==> config.mk <==
export PLATFORM = sky130hd
export DESIGN_NAME = bcd_counter_display_flat
export DESIGN_NICKNAME = d
export VERILOG_FILES = /design/src/rtl/bcd_counter_display_if.sv /design/src/rtl/bcd_counter_display.sv /design/src/flat_wrapper.sv
export SDC_FILE = /design/constraint.sdc
export NUM_CORES = 1
export LEC_CHECK = 0
export ABC_AREA = 1
export ABC_CLOCK_PERIOD_IN_PS = 1400
export CORE_MARGIN = 2
export CORE_UTILIZATION = 50
export CTS_BUF_LIST = sky130_fd_sc_hd__clkbuf_16
export DETAILED_ROUTE_END_ITERATION = 8
export MAX_ROUTING_LAYER = met4
export PLACE_DENSITY = 0.76
export SKIP_LAST_GASP = 1
export SLEW_MARGIN = 0
export SYNTH_ARGS = -nofsm -noshare
export SYNTH_HDL_FRONTEND = slang
export SYNTH_SLANG_ARGS = --single-unit
==> constraint.sdc <==
create_clock -name clk_in -period 1.4 [get_ports clk_in]
set_input_delay 0.14 -clock clk_in [delete_from_list [all_inputs] [get_ports clk_in]]
set_output_delay 0.14 -clock clk_in [all_outputs]
set_load 0.005 [all_outputs]
==> src/rtl/bcd_counter_display_if.sv <==
// Bundle of the control inputs and display/count outputs of bcd_counter_display.
// master drives enable/dec/load/values; slave is the counter itself.
interface bcd_counter_display_if #(
  parameter int DIGITS = 4
) ();
  logic                  enable;
  logic                  dec;
  logic                  load;
  logic [4*DIGITS-1:0]   load_value;
  logic [4*DIGITS-1:0]   threshold_value;
  logic [4*DIGITS-1:0]   count_bcd;
  logic                  threshold;
  logic                  wrap;
  logic [6:0]            sevenSeg;
  logic [7:0]            anodes;

  modport master (
    output enable, dec, load, load_value, threshold_value,
    input  count_bcd, threshold, wrap, sevenSeg, anodes
  );

  modport slave (
    input  enable, dec, load, load_value, threshold_value,
    output count_bcd, threshold, wrap, sevenSeg, anodes
  );
endinterface

==> src/rtl/bcd_counter_display.sv <==
// DIGITS-wide BCD up/down counter with load, threshold match, wrap pulse and a
// multiplexed active-low 7-segment driver. Count and scan ticks come from
// internal prescalers on clk_in.
// Optional: define BCD_LEADING_ZERO_BLANK_EN to blank digits above the most
// significant non-zero digit (digit 0 always shown).
module bcd_counter_display #(
  parameter int CLK_IN_F = 100000000,
  parameter int COUNT_F  = 4,
  parameter int SCAN_F   = 300,
  parameter int DIGITS   = 4
) (
  input  logic clk_in,
  input  logic reset,
  bcd_counter_display_if.slave bus
);
  localparam int P_C = CLK_IN_F / COUNT_F;
  localparam int P_S = CLK_IN_F / SCAN_F;
  localparam int PCW = $clog2(P_C);
  localparam int PSW = $clog2(P_S);
  localparam int W   = 4 * DIGITS;

  logic [PCW-1:0] cnt_pre_q;
  logic [PSW-1:0] scan_pre_q;
  logic [W-1:0]   count_q, count_d;
  logic [W-1:0]   load_sat, count_inc, count_dec;
  logic           all9, all0, carry, borrow;
  logic [3:0]     dig, ldg;
  logic           step, scan_tick;
  logic           threshold_q, wrap_q;
  logic [2:0]     ptr_q, sel_q;
  logic           active_q;
  logic [7:0]     anodes_q;
  logic [6:0]     seg_q;
  logic [3:0]     sel_digit;
  logic           sel_blank;

  function automatic logic [6:0] seg_enc(input logic [3:0] d);
    case (d)
      4'd0:    seg_enc = 7'b0000001;
      4'd1:    seg_enc = 7'b1001111;
      4'd2:    seg_enc = 7'b0010010;
      4'd3:    seg_enc = 7'b0000110;
      4'd4:    seg_enc = 7'b1001100;
      4'd5:    seg_enc = 7'b0100100;
      4'd6:    seg_enc = 7'b0100000;
      4'd7:    seg_enc = 7'b0001111;
      4'd8:    seg_enc = 7'b0000000;
      4'd9:    seg_enc = 7'b0000100;
      default: seg_enc = 7'h7F;
    endcase
  endfunction

  assign step      = bus.enable && !bus.load && (cnt_pre_q == PCW'(P_C - 1));
  assign scan_tick = (scan_pre_q == PSW'(P_S - 1));

  // Per-digit load saturation and ripple-carry BCD increment/decrement.
  always_comb begin
    load_sat  = '0;
    count_inc = '0;
    count_dec = '0;
    all9      = 1'b1;
    all0      = 1'b1;
    carry     = 1'b1;
    borrow    = 1'b1;
    dig       = '0;
    ldg       = '0;
    for (int i = 0; i < DIGITS; i++) begin
      dig = count_q[4*i +: 4];
      ldg = bus.load_value[4*i +: 4];
      load_sat[4*i +: 4] = (ldg > 4'd9) ? 4'd9 : ldg;
      if (dig != 4'd9) all9 = 1'b0;
      if (dig != 4'd0) all0 = 1'b0;
      if (carry) begin
        count_inc[4*i +: 4] = (dig == 4'd9) ? 4'd0 : dig + 4'd1;
        carry = (dig == 4'd9);
      end else begin
        count_inc[4*i +: 4] = dig;
      end
      if (borrow) begin
        count_dec[4*i +: 4] = (dig == 4'd0) ? 4'd9 : dig - 4'd1;
        borrow = (dig == 4'd0);
      end else begin
        count_dec[4*i +: 4] = dig;
      end
    end
  end

  // Next count: load beats step beats hold.
  always_comb begin
    count_d = count_q;
    if (bus.load)      count_d = load_sat;
    else if (step)     count_d = bus.dec ? count_dec : count_inc;
  end

  // Count prescaler, count register, threshold compare and wrap pulse.
  always_ff @(posedge clk_in or negedge reset) begin
    if (!reset) begin
      cnt_pre_q   <= '0;
      count_q     <= '0;
      threshold_q <= 1'b0;
      wrap_q      <= 1'b0;
    end else begin
      if (!bus.enable || bus.load || step) cnt_pre_q <= '0;
      else                                 cnt_pre_q <= cnt_pre_q + 1'b1;
      count_q     <= count_d;
      threshold_q <= (count_q == bus.threshold_value);
      wrap_q      <= step && (bus.dec ? all0 : all9);
    end
  end

  // Digit shown on the current scan slot and whether it is a blanked leading zero.
  always_comb begin
    sel_digit = count_q[4*int'(sel_q) +: 4];
`ifdef BCD_LEADING_ZERO_BLANK_EN
    sel_blank = (sel_q != 3'd0) && ((count_q >> (4*int'(sel_q))) == '0);
`else
    sel_blank = 1'b0;
`endif
  end

  // Free-running scan prescaler; ptr_q is the next digit to show, sel_q the shown one.
  always_ff @(posedge clk_in or negedge reset) begin
    if (!reset) begin
      scan_pre_q <= '0;
      ptr_q      <= '0;
      sel_q      <= '0;
      active_q   <= 1'b0;
      anodes_q   <= 8'hFF;
      seg_q      <= 7'h7F;
    end else begin
      if (scan_tick) begin
        scan_pre_q <= '0;
        sel_q      <= ptr_q;
        ptr_q      <= (ptr_q == 3'(DIGITS - 1)) ? 3'd0 : ptr_q + 3'd1;
        active_q   <= 1'b1;
      end else begin
        scan_pre_q <= scan_pre_q + 1'b1;
      end
      if (active_q) begin
        anodes_q <= ~(8'b1 << sel_q);
        seg_q    <= sel_blank ? 7'h7F : seg_enc(sel_digit);
      end else begin
        anodes_q <= 8'hFF;
        seg_q    <= 7'h7F;
      end
    end
  end

  assign bus.count_bcd = count_q;
  assign bus.threshold = threshold_q;
  assign bus.wrap      = wrap_q;
  assign bus.sevenSeg  = seg_q;
  assign bus.anodes    = anodes_q;
endmodule

==> src/flat_wrapper.sv <==
// flat-port wrapper written by rule: the top's interface ports become plain ports
module bcd_counter_display_flat 
#(
  parameter int CLK_IN_F = 100000000,
  parameter int COUNT_F  = 4,
  parameter int SCAN_F   = 300,
  parameter int DIGITS   = 4
)
  (clk_in, reset, bus_enable, bus_dec, bus_load, bus_load_value, bus_threshold_value, bus_count_bcd, bus_threshold, bus_wrap, bus_sevenSeg, bus_anodes);
  bcd_counter_display_if #(.DIGITS(DIGITS)) bus_i ();
  input  logic clk_in;
  input  logic reset;
  input wire logic [$bits(bus_i.enable)-1:0] bus_enable;
  input wire logic [$bits(bus_i.dec)-1:0] bus_dec;
  input wire logic [$bits(bus_i.load)-1:0] bus_load;
  input wire logic [$bits(bus_i.load_value)-1:0] bus_load_value;
  input wire logic [$bits(bus_i.threshold_value)-1:0] bus_threshold_value;
  output wire logic [$bits(bus_i.count_bcd)-1:0] bus_count_bcd;
  output wire logic [$bits(bus_i.threshold)-1:0] bus_threshold;
  output wire logic [$bits(bus_i.wrap)-1:0] bus_wrap;
  output wire logic [$bits(bus_i.sevenSeg)-1:0] bus_sevenSeg;
  output wire logic [$bits(bus_i.anodes)-1:0] bus_anodes;
  assign bus_i.enable = bus_enable;
  assign bus_i.dec = bus_dec;
  assign bus_i.load = bus_load;
  assign bus_i.load_value = bus_load_value;
  assign bus_i.threshold_value = bus_threshold_value;
  assign bus_count_bcd = bus_i.count_bcd;
  assign bus_threshold = bus_i.threshold;
  assign bus_wrap = bus_i.wrap;
  assign bus_sevenSeg = bus_i.sevenSeg;
  assign bus_anodes = bus_i.anodes;
  bcd_counter_display #(.CLK_IN_F(CLK_IN_F), .COUNT_F(COUNT_F), .SCAN_F(SCAN_F), .DIGITS(DIGITS)) u_core (.clk_in(clk_in), .reset(reset), .bus(bus_i));
endmodule
# Word-level counts from Yosys, hierarchy flattened

Memory sizes are Yosys's and may differ from the RTL's.
Cells that the tools add are included.

Memories: 1
Output and inout bits: 33
Flip-flop bits (word level): 84
ROM bits: 112

Shift-type cells: 2
Equal/unequal tests: 15
Bitwise logic cells: 1
Magnitude comparators: 4
$add $sub $neg: 11
Reductions and logical operators: 22
Muxes and demuxes: 39

Memory list:

| memory           | depth | width | read ports | clocked after Yosys merged registers in | wr ports | RTL line                  | RTL |
|---|---|---|---|---|---|---|---|
| (name not given) | 16    | 7     | 1          | 0                                       | 0        | bcd_counter_display.sv:38 | `case (d)` |

Operator list:

| operator                | number |
|---|---|
| $mux W4                 | 18 |
| $mux W16                | 3 |
| $add A25 B1 Y25 const B | 1 |
| $eq A25 B25 Y1 const B  | 1 |
| $mux W25                | 1 |
| $add A19 B1 Y19 const B | 1 |
| $eq A19 B19 Y1 const B  | 1 |
| $mux W19                | 1 |
| $add A4 B1 Y4 const B   | 4 |
| $eq A16 B16 Y1          | 1 |
| $eq A4 B4 Y1 const B    | 4 |
| $gt A4 B4 Y1 const B    | 4 |
| $logic_not A4 Y1        | 4 |
| $ne A4 B4 Y1 const B    | 4 |
| $reduce_bool A4 Y1      | 4 |
| $shiftx A16 B6 Y4       | 1 |
| $sub A4 B1 Y4 const B   | 4 |
| $mux W1                 | 13 |
| $ne A3 B1 Y1 const B    | 3 |
| $reduce_and A3 Y1       | 3 |
| $reduce_bool A3 Y1      | 3 |
| $mux W8                 | 1 |
| $not A8 Y8              | 1 |
| $shl A1 B3 Y8 const A   | 1 |
| 8 further kinds         | 12 |

# Logic depth before layout (Yosys ltp)

Gate-level depths: netlist (run 1).

Word-level depth: 7
Mapped depth: 12
Gate-level depth less buffers: 11

# Least setup slack after synthesis (run 1)

OpenSTA, ideal clock, no wires.

Kind: reg-to-reg
Start: register u_core.sel_q[0]
End: register u_core.seg_q[3] (netlist: u_core.bus.sevenSeg[3])
Setup slack: -0.151 ns
Cell stages (with the launch flop): 10
Data arrival time: 1.468 ns
Library setup time: 0.083 ns
Required time: 1.317 ns
Cells stage by stage: dfrtp_1 -> buf_2 -> nor2_1 -> nand2_1 -> nand4_1 -> nand2_1 -> ha_1 -> nand3_1 -> nand3_1 -> nand2_1

Cells in the longest elaborated chain, start to end: 3

RTL lines:

| element                | RTL line                   | RTL |
|---|---|---|
| start, declared        | bcd_counter_display.sv:30  | `logic [2:0] ptr_q, sel_q;` |
| start signal, assigned | bcd_counter_display.sv:133 | `sel_q <= ptr_q;` |
| $shiftx A16 B6 Y4      | bcd_counter_display.sv:113 | `sel_digit = count_q[4*int'(sel_q) +: 4];` |
| $mem_v2 Z16 W7         | -                          |  |
| $mux W7                | bcd_counter_display.sv:139 | `if (active_q) begin` |
| end signal, assigned   | bcd_counter_display.sv:141 | `seg_q <= sel_blank ? 7'h7F : seg_enc(sel_digit);` |
| end, declared          | bcd_counter_display.sv:33  | `logic [6:0] seg_q;` |

Every way passes these cells.
A chain may end at the register's enable or synchronous reset.

# Final worst setup path (run 1)

Start: register u_core.sel_q[0]
End: register u_core.seg_q[2] (netlist: u_core.bus.sevenSeg[2])

The elaborated chain is that of the path after synthesis.

==> flow_metrics.tcl, run 1 <==
set metrics [dict create \
    ys_seq_elements 84 \
    syn_to_final_growth_pct 71.3 \
    wire_per_inst_um 21.8 \
    fin_nets 1067 \
    cpMaxStageDelayCell "dfrtp_2" \
    place_inst 1073 \
    p_int_uw 5390 \
    min_period_ps 1840 \
    num_antenna_cells 0 \
    p_sw_share_pct 37.2 \
    drv_cap 0 \
    yosysWarnings 0 \
    fmax_mhz 542 \
    dieArea_um2 11500 \
    viasPerCell 6.18 \
    dr_total_vias 7174 \
    final_cells 1161 \
    slowest_delay_ps 500 \
    power_switching_uw 3190 \
    cts_buffers 9 \
    powerDensity_nw_per_um2 939 \
    rsz0062_at_grt "yes" \
    fin_crit_sh_pct 132 \
    io_pins 70 \
    final_util_pct 88.6 \
    core_area_um2 10300 \
    gr-total-overflow 0 \
    worstSetupStartpoint "u_core.sel_q[0]" \
    drv_slew 0 \
    use_met3_pct 6.60 \
    end_kind "flop" \
    clk_pin_slew_worst_paths_ps 70 \
    static-leakage-power_uw 0.00418 \
    hold_viol 0 \
    finClkSkew_ps 10.6 \
    cts_tree "done" \
    die_width_um 107 \
    synth_cells 751 \
    synth_area_um2 5340 \
    synth_top_area_share_pct 32.3 \
    crit_chain "o21ai_0 -> nand2_1 -> nand3_1 -> nand2_4 -> inv_2 -> ha_2 -> nand3b_1 -> nand2_1 -> nand2_1 -> nand2_1" \
    grt_pass1_vias 6644 \
    rows 37 \
    path_max_fanout 8 \
    critPathLaunchType "flop" \
    status "finished with violations" \
    antenna_found_initial 0 \
    drc 0 \
    slew-limit-headroom_pct 69.2 \
    cts_max_path_buffers 2 \
    cts_sinks 84 \
    path_class "flop to flop" \
    globalplace.congestion 0.969 \
    wirelength_mm 25.3 \
    clockPowerShare_pct 27.4 \
    crit_arrival_ps 2140 \
    htreeDepth 3 \
    worst_pin_slew_ps 460 \
    clock-root-buffer "clkbuf_16" \
    r2r_start "u_core.sel_q[0]" \
    violations "negative setup slack" \
    port_buffers 69 \
    fin_ws_ps -444 \
    synth_edf_count 0 \
    first_pass_iters 6 \
    combPwrFrac_pct 41.1 \
    drt_iter0_markers 871 \
    ys.flop_type "dfrtp_1" \
    grt_use_met2_pct 59.9 \
    synth_top_area_cell "dfrtp_1" \
    synth_cell_type_count 38 \
    drive_above_1_share_pct 45.1 \
    clock_latency_ps 360 \
    ir_drop_mv 0.837 \
    synth_fp_nets 798 \
    cpMostUsedCell "nand2_1" \
    synthTopCellsByArea "dfrtp_1 (32%), nand2_1 (15%), nand3_1 (7.5%)" \
    track_usage_pct 35.7 \
    cp_top_family "simple AND/OR/NAND/NOR gates" \
    grt_max_degree 40 \
    async_reset_ff_share_pct 100 \
    dp_hpwl_mm 12.2 \
    postRouteAntennaNets 0 \
    seqPwrFrac_pct 31.5 \
    critPathRequiredTime_ps 1700 \
    hp-class "input port to async pin" \
    tns_ps -16910 \
    synth-seq-area-share_pct 39.7 \
    finalHoldWorstSlack_ps 194 \
    top_usage_layer "met2" \
    die_height_um 107 \
    grtUsageMet1_pct 41.7 \
    path_buf_inv 1 \
    grt_pass1_wl_mm 31.3 \
    setup_viol 72 \
    avgSynthCellArea_um2 7.11 \
    start_util_pct 51.7 \
]
[registers in the layout, summed over array words and instances, names as in the netlist]
name                  count
u_core.cnt_pre_q         25
u_core.scan_pre_q        19
u_core.active_q           1
u_core.bus.wrap           1
u_core.ptr_q              3
u_core.sel_q              3
u_core.bus.anodes         8
u_core.bus.threshold      1
u_core.bus.sevenSeg       7
u_core.bus.count_bcd     16
[area by class of cell]
| class | count | area [µm²] |
|---|---|---|
| inverter | 93 | 362 |
| fill | 439 | 1180 |
| timing repair inverter | 1 | 8.76 |
| timing repair buffer | 278 | 2490 |
| clock buffer | 9 | 225 |
| sequential | 84 | 2130 |
| multi-input combinational | 553 | 3700 |
| tap | 136 | 170 |
| clock inverter | 7 | 50.0 |
[per-layer routing]
metal / wire [µm] / vias to the layer above
met4: 2270 / 0
met5: 0 / -
met3: 2600 / 270
met1: 8440 / 3344
li1: - / 2925
met2: 12000 / 635
[cell usage after synthesis, types with 2 or more instances]
library cell and number:
a21oi_1 15, clkbuf_1 4, buf_4 4, nor3_1 17
dfstp_2 15, nand2_2 6, nor2_1 97, inv_2 2
dfrtp_1 69, nand4_1 19, o211ai_1 5, buf_2 10
ha_1 10, nor3b_1 5, nor2_2 7, inv_1 90
o21ai_0 25, nand3b_1 3, nand2_1 211, nor2_4 4
xor2_1 20, o221ai_1 3, xnor2_1 11, nand3_1 80
nand2_4 3, or2_2 3, clkbuf_2 2
[layout by cell type, fill, tap and decap left out, drive strengths merged]
master,synthesis,final
nor4,1,1
dfstp,15,15
inv,92,96
nand3,82,82
a21oi,16,16
and3,1,1
clkinv,1,5
xnor2,11,11
nor3b,5,5
xor2,20,20
or2,3,3
o221ai,3,3
clkbuf,6,10
nand3b,3,3
dfrtp,69,69
a22oi,1,1
dlygate4sd3,0,1
a31oi,1,1
clkdlybuf4s50,0,37
nand2,220,221
and2,1,1
buf,16,209
o211ai,5,5
nand4,19,19
o21ai,25,25
nor2,108,108
nor3,17,17
ha,10,10
dlygate4sd2,0,29
dlymetal6s2s,0,1
[per-stage QoR]
step | setup slack, ps | power [µW] | cell area [µm²]
after floorplan | -68.1 | 3960 | 5440
after global placement | -246 | 5110 | 7200
after detailed placement | -331 | 5200 | 7200
after CTS | -182 | 7930 | 8340
after global routing | -492 | 8810 | 9140
final | -444 | 8580 | 9140
[repair_timing]
item / in CTS / in global routing
resized for setup: 163 / 174
setup buffers: 40 / 35
setup endpoints to repair: 96 / 71
endpoints found under the hold margin: 47 / 0
pin swaps: 55 / 82
hold buffers: 1 / 0
cloned: 4 / 2
[final timing paths]
| path | end | slack [ps] | cells after the start |
|---|---|---|---|
| hold / removal | u_core.cnt_pre_q[12] | 190 | 2 |
| min in group clk_in | u_core.bus.count_bcd[0] | 530 | 5 |
| hold reg to reg | u_core.ptr_q[1] | 540 | 2 |
| setup reg to reg | u_core.bus.sevenSeg[2] | -440 | 10 |
| max in group asynchronous | u_core.bus.anodes[5] | 640 | 3 |
| setup / recovery | u_core.bus.sevenSeg[2] | -440 | 10 |
[kinds of logic (layout without fill, tap and decap cells)]
family	count (synthesis)	after routing	share of synthesized area, %
xor+xnor	31	31	5.09
flops	84	84	39.7
buf+inv	115	388	9.00
compound gates	51	51	5.51
simple gates	460	461	38.3
fa+ha+maj	10	10	2.34
[power by group through the flow]
stage | logic (µW) | registers, µW | clock network (µW)
6_report | 3520 | 2710 | 2350
5_1_grt | 3660 | 2710 | 2440
4_1_cts | 2980 | 2680 | 2270
3_5_place_dp | 2430 | 2770 | 0
3_3_place_gp | 2350 | 2770 | 0
2_1_floorplan | 1270 | 2690 | 0
No activity file was read; power rests on OpenSTA's default activity.
==> run 2, diff against run 1 <==
Settings changed: ABC_AREA 1 to default, PLACE_DENSITY 0.76 to 0.77.
==> flow_metrics.tcl, run 2 <==
set metrics [dict create \
    synth-seq-area-share_pct 41.7 \
    drive_above_1_share_pct 48.9 \
    powerDensity_nw_per_um2 941 \
    synth_common_cells "dfrtp_1 (69), nor2_1 (59), xnor2_1 (38)" \
    grt_pass1_wl_mm 32.7 \
    multiInputGateArea_um2 3690 \
    cts_sinks 84 \
    fin_area_um2 8810 \
    crit_chain "or3b_4 -> nor4_4 -> nand3_1 -> a311oi_1 -> a311o_1" \
    drt_iter0_markers 667 \
    gr-total-overflow 0 \
    path_max_fanout 3 \
    worst_pin_slew_ps 429 \
    regMostFlops "u_core.cnt_pre_q" \
    hold_viol 0 \
    path_class "flop to flop" \
    first_pass_iters 8 \
    largest_reg_flops 25 \
    ys_seq_elements 84 \
    n_fill_cell 315 \
    async_reset_ff_share_pct 100 \
    wire_per_inst_um 27.8 \
    min_period_ps 2110 \
    synth_cell_type_count 60 \
    violations "design-rule violations, negative setup slack" \
    critPathRequiredTime_ps 1700 \
    r2r_start "u_core.cnt_pre_q[15]" \
    rows 36 \
    postRouteAntennaNets 0 \
    final_cell_mix "buf_4 (152), dfrtp_1 (64), buf_6 (45), nor2_1 (37), clkdlybuf4s50_1 (37)" \
    drc 1 \
    cts_tree "done" \
    core_area_um2 9820 \
    rr_endpoint "u_core.bus.count_bcd[7]" \
    synth_area_um2 5090 \
    yosysWarnings 0 \
    static-leakage-power_uw 0.00388 \
    avgSynthCellArea_um2 9.46 \
    critPathLaunchType "flop" \
    wirelength_mm 25.8 \
    dp_hpwl_mm 10.1 \
    die_width_um 105 \
    grt_max_degree 40 \
    synthTopCellsByArea "dfrtp_1 (34%), dfstp_2 (7.7%), xnor2_1 (6.5%)" \
    synth_fp_nets 585 \
    final_util_pct 89.7 \
    crit_arrival_ps 2400 \
    cts_max_path_buffers 2 \
    end_kind "flop" \
    fin_crit_sh_pct 151 \
    drv_cap 0 \
    num_antenna_cells 0 \
    clk_pin_slew_worst_paths_ps 90 \
    slew-limit-headroom_pct 71.0 \
    synth_cells 538 \
    dieArea_um2 11000 \
    start_util_pct 51.8 \
    ys.flop_type "dfrtp_1" \
    port_buffers 69 \
    finalHoldWorstSlack_ps 202 \
    fin_ws_ps -709 \
    dr_total_vias 6310 \
    drv_slew 0 \
    status "finished with violations" \
    cpMaxStageDelayCell "dfrtp_1" \
    clock_latency_ps 380 \
    antenna_found_initial 0 \
    slowest_delay_ps 450 \
    grt_pass1_vias 6025 \
    rsz0062_at_grt "yes" \
    globalplace.congestion 0.865 \
    fmax_mhz 474 \
    io_pins 70 \
    synth_most_common_cell "dfrtp_1" \
    final_common_cell "buf_4" \
    clock-root-buffer "clkbuf_16" \
    die_height_um 105 \
    synth_edf_count 0 \
    seq_area_um2 2130 \
    fin_nets 839 \
    viasPerCell 6.78 \
    synth_top_area_share_pct 33.9 \
    setup_viol 82 \
    hp-class "input port to async pin" \
    rrSetupSlack_ps -710 \
    finClkSkew_ps 20.7 \
    rr_worst_depth 5 \
    htreeDepth 3 \
    syn_to_final_growth_pct 73.1 \
    cts_buffers 9 \
    track_usage_pct 39.3 \
    place_area_um2 7130 \
    ir_drop_mv 0.956 \
    synth_top_area_cell "dfrtp_1" \
]
-- run 2: changes by cell type in the layout (fill, tap and decap cells not counted), moves of 13 or more --
| cell | change |
|---|---|
| inv_1 | -62 |
| inv_2 | -14 |
| nand2_1 | -145 |
| nand2_2 | -34 |
| nand3_1 | -32 |
| nand3_2 | -16 |
| nor2_4 | -29 |
| nor2b_1 | +17 |
| o21ai_0 | +13 |
| xnor2_1 | +16 |
-- run 2: final cells by class --
| type | instances | share of cell area [%] |
|---|---|---|
| clock buffer | 9 | 2.56 |
| clock inverter | 7 | 0.739 |
| inverter | 16 | 0.767 |
| multi-input combinational | 406 | 41.9 |
| sequential | 84 | 24.1 |
| tap | 133 | 1.89 |
| timing repair buffer | 275 | 28.0 |
-- run 2: layer usage --
metal	vias up	wire length, µm	GRT usage, %
li1	2406	-	-
met1	2942	8440	44.1
met2	679	12000	64.2
met3	283	2840	10.3
met4	0	2580	21.3
met5	-	0	-
-- run 2: logic make-up (layout without fill, tap and decap cells) --
family,Yosys count,in the layout,share of synthesized area (%)
and+or+nand+nor,235,235,25.4
xor gates and xnor gates,62,62,10.7
AOI/OAI and AO/OA,77,77,10.2
DFF,84,84,41.7
adders and majority gates,10,10,2.46
buffers and inverters,48,307,3.98
muxes,22,22,5.66
-- run 2: timing repair --
action / in CTS / in global routing
cloned: 3 / 0
pin swaps: 39 / 42
setup buffers: 49 / 39
resized for setup: 134 / 104
hold buffers: 1 / 0
endpoints found under the hold margin: 18 / 0
endpoints found under the setup margin: 102 / 88
-- run 2: worst max-delay path by stage --
stage / endpoint / depth (start not counted) / slack (ps) / start
2_1_floorplan: u_core.bus.count_bcd[10] / 6 / -620 / u_core.bus.count_bcd[2]
3_3_place_gp: u_core.bus.count_bcd[4] / 6 / -580 / bus_dec
3_5_place_dp: u_core.bus.count_bcd[6] / 6 / -640 / bus_dec
4_1_cts: u_core.bus.count_bcd[12] / 6 / -480 / u_core.bus.count_bcd[1]
5_1_grt: u_core.bus.count_bcd[7] / 8 / -970 / u_core.bus.count_bcd[5]
6_report: u_core.bus.count_bcd[7] / 5 / -710 / u_core.cnt_pre_q[15]
-- run 2: stage by stage --
step,total power (µW),setup TNS [ps],worst slack (ps),std cells
6_report,8290,-31890,-709,930
3_5_place_dp,4760,-20190,-636,835
3_3_place_gp,4670,-17980,-583,835
4_1_cts,7480,-19980,-485,902
5_1_grt,8430,-35070,-967,930
2_1_floorplan,3820,-14030,-620,538
-- run 2: power breakdown --
| part | leakage (µW) | total, µW | switching (µW) | internal, µW |
|---|---|---|---|---|
| Clock | 0.000147 | 2530 | 1150 | 1380 |
| Combinational | 0.00267 | 3070 | 1580 | 1490 |
| Sequential | 0.00107 | 2690 | 155 | 2540 |
-- run 2: critical path: cells and delay by family, from the launching register on --
kind	cells	cell delay [ps]
DFF	1	450
and+or+nand+nor	3	1000
AOI/OAI and AO/OA	2	590
